<file path="config.mk">
export PLATFORM = sky130hd
export DESIGN_NAME = qos_packet_entry
export DESIGN_NICKNAME = d
export VERILOG_FILES = /design/src/rtl/qos_pkg.sv /design/src/rtl/button_debounce.sv /design/src/rtl/qos_packet_entry.sv
export SDC_FILE = /design/constraint.sdc
export NUM_CORES = 1
export LEC_CHECK = 0
export ABC_AREA = 1
export BUFFER_PORTS_ARGS = -buffer_cell sky130_fd_sc_hd__buf_2
export CELL_PAD_IN_SITES_DETAIL_PLACEMENT = 0
export CELL_PAD_IN_SITES_GLOBAL_PLACEMENT = 1
export CORE_ASPECT_RATIO = 1.1
export CORE_UTILIZATION = 35
export CTS_CLUSTER_SIZE = 8
export DETAILED_ROUTE_END_ITERATION = 16
export PLACE_DENSITY = 0.7
export SLEW_MARGIN = 30
export SYNTH_ARGS = -nofsm -noshare
export SYNTH_HDL_FRONTEND = slang
export SYNTH_HIERARCHICAL = 1
export SYNTH_SLANG_ARGS = --single-unit
</file>
<file path="constraint.sdc">
create_clock -name clk -period 2.1 [get_ports clk]
set_input_delay 0.315 -clock clk [delete_from_list [all_inputs] [get_ports clk]]
set_output_delay 0.315 -clock clk [all_outputs]
set_load 0.01 [all_outputs]
</file>
<file path="src/rtl/qos_pkg.sv">
// rtl/qos_pkg.sv - shared types and packet layout for the QoS queuing design
package qos_pkg;

  typedef enum logic [1:0] {
    ST_IDLE    = 2'd0,
    ST_COLLECT = 2'd1,
    ST_HOLD    = 2'd2
  } qos_state_e;

  localparam int PKT_W    = 4;
  localparam int PKT_BITS = 4;

  localparam int BUF_SEL_HI = 3;
  localparam int BUF_SEL_LO = 2;
  localparam int PAYLOAD_HI = 1;
  localparam int PAYLOAD_LO = 0;

  function automatic logic [1:0] pkt_buf_sel(input logic [PKT_W-1:0] p);
    return p[BUF_SEL_HI:BUF_SEL_LO];
  endfunction

  function automatic logic [1:0] pkt_payload(input logic [PKT_W-1:0] p);
    return p[PAYLOAD_HI:PAYLOAD_LO];
  endfunction

endpackage

</file>
<file path="src/rtl/button_debounce.sv">
// rtl/button_debounce.sv - 2-FF synchronizer, debouncer and press pulse for one active-low button
module button_debounce #(
  parameter int unsigned DEBOUNCE_CYCLES = 1_000_000
) (
  input  logic clk,
  input  logic rst,
  input  logic btn_n,
  output logic press
);

  localparam int unsigned CNT_W = $clog2(DEBOUNCE_CYCLES + 1);
  localparam logic [CNT_W-1:0] CNT_LAST = CNT_W'(DEBOUNCE_CYCLES - 1);

  logic             sync1_q, sync2_q;
  logic             clean_q, clean_d;
  logic             press_q, press_d;
  logic [CNT_W-1:0] cnt_q, cnt_d;

  // Any cycle where the synchronized level agrees with the clean level restarts the stability count.
  always_comb begin
    clean_d = clean_q;
    press_d = 1'b0;
    cnt_d   = '0;
    if (sync2_q != clean_q) begin
      if (cnt_q == CNT_LAST) begin
        clean_d = sync2_q;
        press_d = ~sync2_q;
      end else begin
        cnt_d = cnt_q + 1'b1;
      end
    end
  end

  always_ff @(posedge clk) begin
    if (rst) begin
      sync1_q <= 1'b1;
      sync2_q <= 1'b1;
      clean_q <= 1'b1;
      press_q <= 1'b0;
      cnt_q   <= '0;
    end else begin
      sync1_q <= btn_n;
      sync2_q <= sync1_q;
      clean_q <= clean_d;
      press_q <= press_d;
      cnt_q   <= cnt_d;
    end
  end

  assign press = press_q;

endmodule

</file>
<file path="src/rtl/qos_packet_entry.sv">
// rtl/qos_packet_entry.sv - assembles 4-bit packets from three buttons and offers them over valid/ready
module qos_packet_entry
  import qos_pkg::*;
#(
  parameter int unsigned DEBOUNCE_CYCLES = 1_000_000,
  parameter int unsigned TIMEOUT_CYCLES  = 250_000_000
) (
  input  logic             clk,
  input  logic             rst,
  input  logic             start,
  input  logic             bin0,
  input  logic             bin1,
  output logic [PKT_W-1:0] pkt,
  output logic             pkt_valid,
  input  logic             pkt_ready,
  output logic             collecting,
  output logic [2:0]       bit_count,
  output logic             abort_pulse
);

  localparam int unsigned TMO_W = $clog2(TIMEOUT_CYCLES + 1);
  localparam logic [TMO_W-1:0] TMO_LAST = TMO_W'(TIMEOUT_CYCLES - 1);
  localparam logic [2:0] LAST_BIT = 3'(PKT_BITS - 1);

  logic ev_start, ev_b0, ev_b1;

  button_debounce #(.DEBOUNCE_CYCLES(DEBOUNCE_CYCLES)) u_db_start (
    .clk(clk), .rst(rst), .btn_n(start), .press(ev_start)
  );
  button_debounce #(.DEBOUNCE_CYCLES(DEBOUNCE_CYCLES)) u_db_bin0 (
    .clk(clk), .rst(rst), .btn_n(bin0), .press(ev_b0)
  );
  button_debounce #(.DEBOUNCE_CYCLES(DEBOUNCE_CYCLES)) u_db_bin1 (
    .clk(clk), .rst(rst), .btn_n(bin1), .press(ev_b1)
  );

  qos_state_e       state_q, state_d;
  logic [PKT_W-1:0] shift_q, shift_d, shifted;
  logic [PKT_W-1:0] pkt_q, pkt_d;
  logic [2:0]       cnt_q, cnt_d;
  logic [TMO_W-1:0] tmo_q, tmo_d;
  logic             valid_q, valid_d;
  logic             abort_q, abort_d;

  always_comb begin
    state_d = state_q;
    shift_d = shift_q;
    pkt_d   = pkt_q;
    cnt_d   = cnt_q;
    tmo_d   = tmo_q;
    valid_d = valid_q;
    abort_d = 1'b0;
    shifted = {shift_q[PKT_W-2:0], ev_b1};
    case (state_q)
      ST_IDLE: begin
        if (ev_start) begin
          state_d = ST_COLLECT;
          shift_d = '0;
          cnt_d   = '0;
          tmo_d   = '0;
        end
      end
      ST_COLLECT: begin
        // Start wins over a same-cycle bin press; simultaneous bins cancel but still count as activity.
        if (ev_start) begin
          shift_d = '0;
          cnt_d   = '0;
          tmo_d   = '0;
        end else if (ev_b0 && ev_b1) begin
          tmo_d = '0;
        end else if (ev_b0 || ev_b1) begin
          shift_d = shifted;
          cnt_d   = cnt_q + 3'd1;
          tmo_d   = '0;
          if (cnt_q == LAST_BIT) begin
            state_d = ST_HOLD;
            pkt_d   = shifted;
            valid_d = 1'b1;
          end
        end else if (tmo_q == TMO_LAST) begin
          state_d = ST_IDLE;
          abort_d = 1'b1;
          cnt_d   = '0;
          tmo_d   = '0;
        end else begin
          tmo_d = tmo_q + 1'b1;
        end
      end
      ST_HOLD: begin
        if (pkt_ready) begin
          state_d = ST_IDLE;
          valid_d = 1'b0;
          cnt_d   = '0;
        end
      end
      default: begin
        state_d = ST_IDLE;
        valid_d = 1'b0;
        cnt_d   = '0;
        tmo_d   = '0;
      end
    endcase
  end

  always_ff @(posedge clk) begin
    if (rst) begin
      state_q <= ST_IDLE;
      shift_q <= '0;
      pkt_q   <= '0;
      cnt_q   <= '0;
      tmo_q   <= '0;
      valid_q <= 1'b0;
      abort_q <= 1'b0;
    end else begin
      state_q <= state_d;
      shift_q <= shift_d;
      pkt_q   <= pkt_d;
      cnt_q   <= cnt_d;
      tmo_q   <= tmo_d;
      valid_q <= valid_d;
      abort_q <= abort_d;
    end
  end

  assign pkt         = pkt_q;
  assign pkt_valid   = valid_q;
  assign collecting  = (state_q == ST_COLLECT);
  assign bit_count   = cnt_q;
  assign abort_pulse = abort_q;

endmodule

</file>
# Word level (Yosys, flattened, before mapping)
# Cells that the tools add are included.
# word_totals
regBits,114
in_bits,6
output_inout_bits,10
word_cells,115
# op_classes
n_addsub,5
n_eq_ne,21
mux,33
bitwise,14
n_reduce_logical,20
# ops
cell,count
2-to-1 mux 28 bit,5
one-hot mux 28 bit (3 select lines),1
"adder 20 x 1 -> 20 bit, second input constant",3
"equality test 20 bit, second input constant",3
2-to-1 mux 3 bit,10
"adder 28 x 1 -> 28 bit, second input constant",1
"equality test 28 bit, second input constant",1
OR reduction 3 bit,6
2-to-1 mux 2 bit,7
NOT 1 bit,14
AND reduction 6 bit,2
one-hot mux 3 bit (3 select lines),1
AND reduction 2 bit,4
AND reduction 4 bit,2
2-to-1 mux 1 bit,6
"!= test 2 x 1 -> 1 bit, second input constant",3
"!= test 2 bit, second input constant",3
"!= test 3 x 1 -> 1 bit, second input constant",2
"!= test 3 x 2 -> 1 bit, second input constant",2
one-hot mux 2 bit (3 select lines),1
one-hot mux 3 bit (2 select lines),1
AND reduction 5 bit,1
OR reduction 5 bit,1
"!= test 4 x 1 -> 1 bit, second input constant",1
10 further kinds,12

# Logic depth before layout (Yosys ltp)
# logic_depth
ltp_word,6
depth_mapped,12
ltp_nobuf,12

# Modules after synthesis
# The synthesis kept the hierarchy.
# by_module_without_submodules
mod,instances,cells_each,area_each_um2,seq_area_each_um2
button_debounce,3,160,1154.9,480.5
qos_packet_entry,1,402,2561.2,840.8

# Worst setup path before layout
# No wires, ideal clock.
# synth_path
path_type,reg-to-reg
start,register tmo_q[0]
end,register tmo_q[7]
setup_time_ps,132
arrival_ps,1383
t_required_ps,1968
path_slack_ps,584
stages_incl_launch_ff,12
path_buffers,1
period_less_slack_ps,1516
cell_sequence,dfxtp_1 > ha_1 > inv_1 > nor2_2 > nand2_1 > nor2_2 > nand2_2 > nand3_4 > nand2_4 > nand2_4 > buf_12 > nor3_4
# synth_via
elab_chain_len,6
word_cells_on_any_way,7
cone_classes,add/sub: 1; eq/ne: 1; mux: 5
# synth_rtl
item,line,source
start: declaration,qos_packet_entry.sv:41,"logic [TMO_W-1:0] tmo_q, tmo_d;"
start signal: assignment,qos_packet_entry.sv:119,tmo_q <= tmo_d;
adder 28 x 1 -> 28 bit / equality test 28 bit (equally long branches),"qos_packet_entry.sv:86, qos_packet_entry.sv:80",
2-to-1 mux 28 bit (*),qos_packet_entry.sv:80,end else if (tmo_q == TMO_LAST) begin
2-to-1 mux 28 bit (*),qos_packet_entry.sv:71,end else if (ev_b0 || ev_b1) begin
2-to-1 mux 28 bit (*),qos_packet_entry.sv:69,end else if (ev_b0 && ev_b1) begin
2-to-1 mux 28 bit (*),qos_packet_entry.sv:65,if (ev_start) begin
one-hot mux 28 bit (3 select lines) (*),qos_packet_entry.sv:54,case (state_q)
# Mark *: on every way between the ends. The rest lies on a longest branch, timed or not.
# A chain may end at the register's enable or synchronous reset.

# Worst setup path after layout
# layout_path
start,register tmo_q[0]
end,register tmo_q[5]
# The elaborated chain is that of the path after synthesis.

==> impl_metrics.ini <==
[grt]
grt_use_total_pct = 16.56
antenna_found_initial = 0
grt_max_degree = 28
grt-ovfl-total = 0
grt_pass1_vias = 5109
grt_pass1_wl_um = 23360

[timing]
worst_pin_slew_ps = 506.2
period_minus_slack_ps = 1698
clock_skew_ps = 8.673
setup_slack_ps = 402.5
max_freq_mhz = 589.1
drv_slew = 0
final.period_utilization_pct = 80.84
maxSlewHeadroom_pct = 65.99
totalNegativeSetupSlack_ps = 0
setup_viol = 0
rsz0062_at_grt = false
finalHoldViolCount = 0

[drt]
ant_nets = 0
drc = 0
wl_met2_um = 6429
wl_met1_um = 6570
dr_total_vias = 5280
drt-total-wl_um = 13550
routedWlPerCell_um = 11.72
dr.first_iter.drc_count = 240
wl_met3_um = 335
top_signal_layer_used = met4
vias_per_cell = 4.567
firstDrtPassIters = 4

[cells_and_area]
areaGrowthSynthToFinish_pct = 15.57
postLayoutCellArea_um2 = 6964
antenna_cells = 0
fin_nets = 926
drive_above_1_share_pct = 13.38

[cts]
cts_setup_buffers = 0
clock_latency_ps = 410
cts-root-buf = clkbuf_16
cts_buffers = 17
clockBufferDepth = 2
clkTransAtPathRegs_ps = 50
h-tree-depth = 4
cts.sinks = 114
cts_tree = done
cts_resized = 0
cts.hold.buffers_added = 0

[logic_synthesis]
synth_area_leaders = dfxtp_1 38%, nand2_1 14%, nor2_1 11%
synth_xor_area_share_pct = 4.506
yosys.area_share.simple_pct = 42.48
syn_avg_cell_area_um2 = 6.832
synth_adder_area_share_pct = 1.246
syn_nets = 894
ys_types = 38
postSynthRegisterBits = 114
synth-compound-area-share_pct = 6.063
synth_cells = 882
synth-edff-count = 0
synthArstFlopShare_pct = 0
synth_top_family_by_area = simple AND/OR/NAND/NOR gates
ys_seq_area_share_pct = 37.87
dominantRegCellSynth = dfxtp_1
yosysTopAreaCell = dfxtp_1
syn-cell-area_um2 = 6026
synth_mux_area_share_pct = 0
synth_warnings = 6
synth_top_area_share_pct = 37.87

[critical_path]
crit_path_end_kind = register
cp_max_fo = 11
crit_chain = ha_1, inv_1, nor2_2, nand2_1, nor2_2, nand2_2, nand3_4, nand2_4, nand2_4, nor3_1
cpPeakStageDelay_ps = 360
crit_slowest_cell = dfxtp_1
start_kind = register
crit_type = reg -> reg
cp_num_buf_inv = 1
cp.required_ps = 2390
cpLargestDelayFamily = simple AND/OR/NAND/NOR gates
cp.arrival_ps = 1990

[placed_design]
gp_congestion = 0.8736
place_ws_ps = 403.5
port_buffers = 15
dpl.hpwl_um = 10190
dpl_cell_area_um2 = 6370

[floorplanning]
num_io_pins = 16
row_count = 49
die_width_um = 127.1
dieArea_um2 = 17750
die_h_um = 139.6
core_area_um2 = 16610
initial_utilization_pct = 36.27

[power]
ir_drop_mv = 0.5726
p_leak_nw = 2.349
power_density_nw_per_um2 = 740.4

[run]
drv_cap = 0

[worst_hold_path]
min_path_type = in -> reg

[run_status]
status = finished, final reports clean
[worst paths after layout]
| path | from | endpoint | slack [ps] | cells past startpoint |
|---|---|---|---|---|
| setup reg to reg | tmo_q[0]$_SDFFE_PP0P_ | tmo_q[5]$_SDFFE_PP0P_ | 400 | 10 |
| hold reg to reg | u_db_start/sync1_q$_SDFF_PP1_ | u_db_start/sync2_q$_SDFF_PP1_ | 410 | 1 |
| hold / removal | bin0 | u_db_bin0/sync1_q$_SDFF_PP1_ | 80 | 2 |
| setup / recovery | tmo_q[0]$_SDFFE_PP0P_ | tmo_q[5]$_SDFFE_PP0P_ | 400 | 10 |
[synthesized netlist by cell type, drive strengths merged, types with 2 or more instances]
library cell	n
nor2	189
nand4	17
a21oi	45
ha	6
nand3b	5
nand3	73
nor3	23
xnor2	12
o21ai	13
nand2	227
buf	9
dfxtp	114
or2	15
o21bai	6
xor2	19
nor4	2
clkbuf	4
inv	98
[cells in the final DEF, fill, tap and decap left out, drive strengths merged, types with 12 or more instances in the layout]
cell	netlist	final
dfxtp	114	114
nor2	189	189
a21oi	45	45
or2	15	15
clkbuf	4	20
nand2	227	227
inv	98	100
o21ai	13	13
xnor2	12	12
xor2	19	19
buf	9	26
nor3	23	23
nand3	73	73
nand4	17	17
[stage by stage]
step | total power, W | hold slack [ps] | std cells | utilization (%)
2_1_floorplan | 0.002265 | 389.5 | 882 | -
4_1_cts | 0.005236 | 70.97 | 1156 | 41.92
5_1_grt | 0.005355 | 78.53 | 1156 | 41.92
3_3_place_gp | 0.002285 | 391.8 | 1124 | 38.34
3_5_place_dp | 0.002286 | 393.7 | 1124 | 38.34
6_report | 0.005156 | 84.91 | 1156 | 41.92
[per-layer routing]
layer | global-route usage (%) | vias to the layer above
met3 | 4.268 | 16
met5 | 0 | -
li1 | - | 2851
met2 | 27.76 | 48
met4 | 6.391 | 0
met1 | 20.25 | 2365
[area by class of cell]
class | instances | area, um2
clock buffer | 20 | 436.7
clock inverter | 12 | 157.7
fill | 1754 | 9651
inverter | 99 | 371.6
multi-input combinational | 656 | 3272
sequential | 114 | 2282
tap | 229 | 286.5
timing repair buffer | 26 | 157.7
[report_power, final]
group	internal (W)	switching [W]
sequential	0.00217	0.00000296
combinational	0.0000215	0.0000419
clock	0.00187	0.00105
[sequential cells by signal, summed over array words and instances (netlist names), 2 cells and up]
signal and cells:
bit_count 3, pkt 4, shift_q 3, state_q 2, tmo_q 28, u_db_bin0/cnt_q 20
u_db_bin1/cnt_q 20, u_db_start/cnt_q 20
[cell families after synthesis]
logic type | after synthesis
AOI/OAI and AO/OA | 66
xor gates and xnor gates | 31
adders and majority gates | 6
DFF | 114
buffers and inverters | 112
and+or+nand+nor | 553
Power figures use the tool's default switching activity.
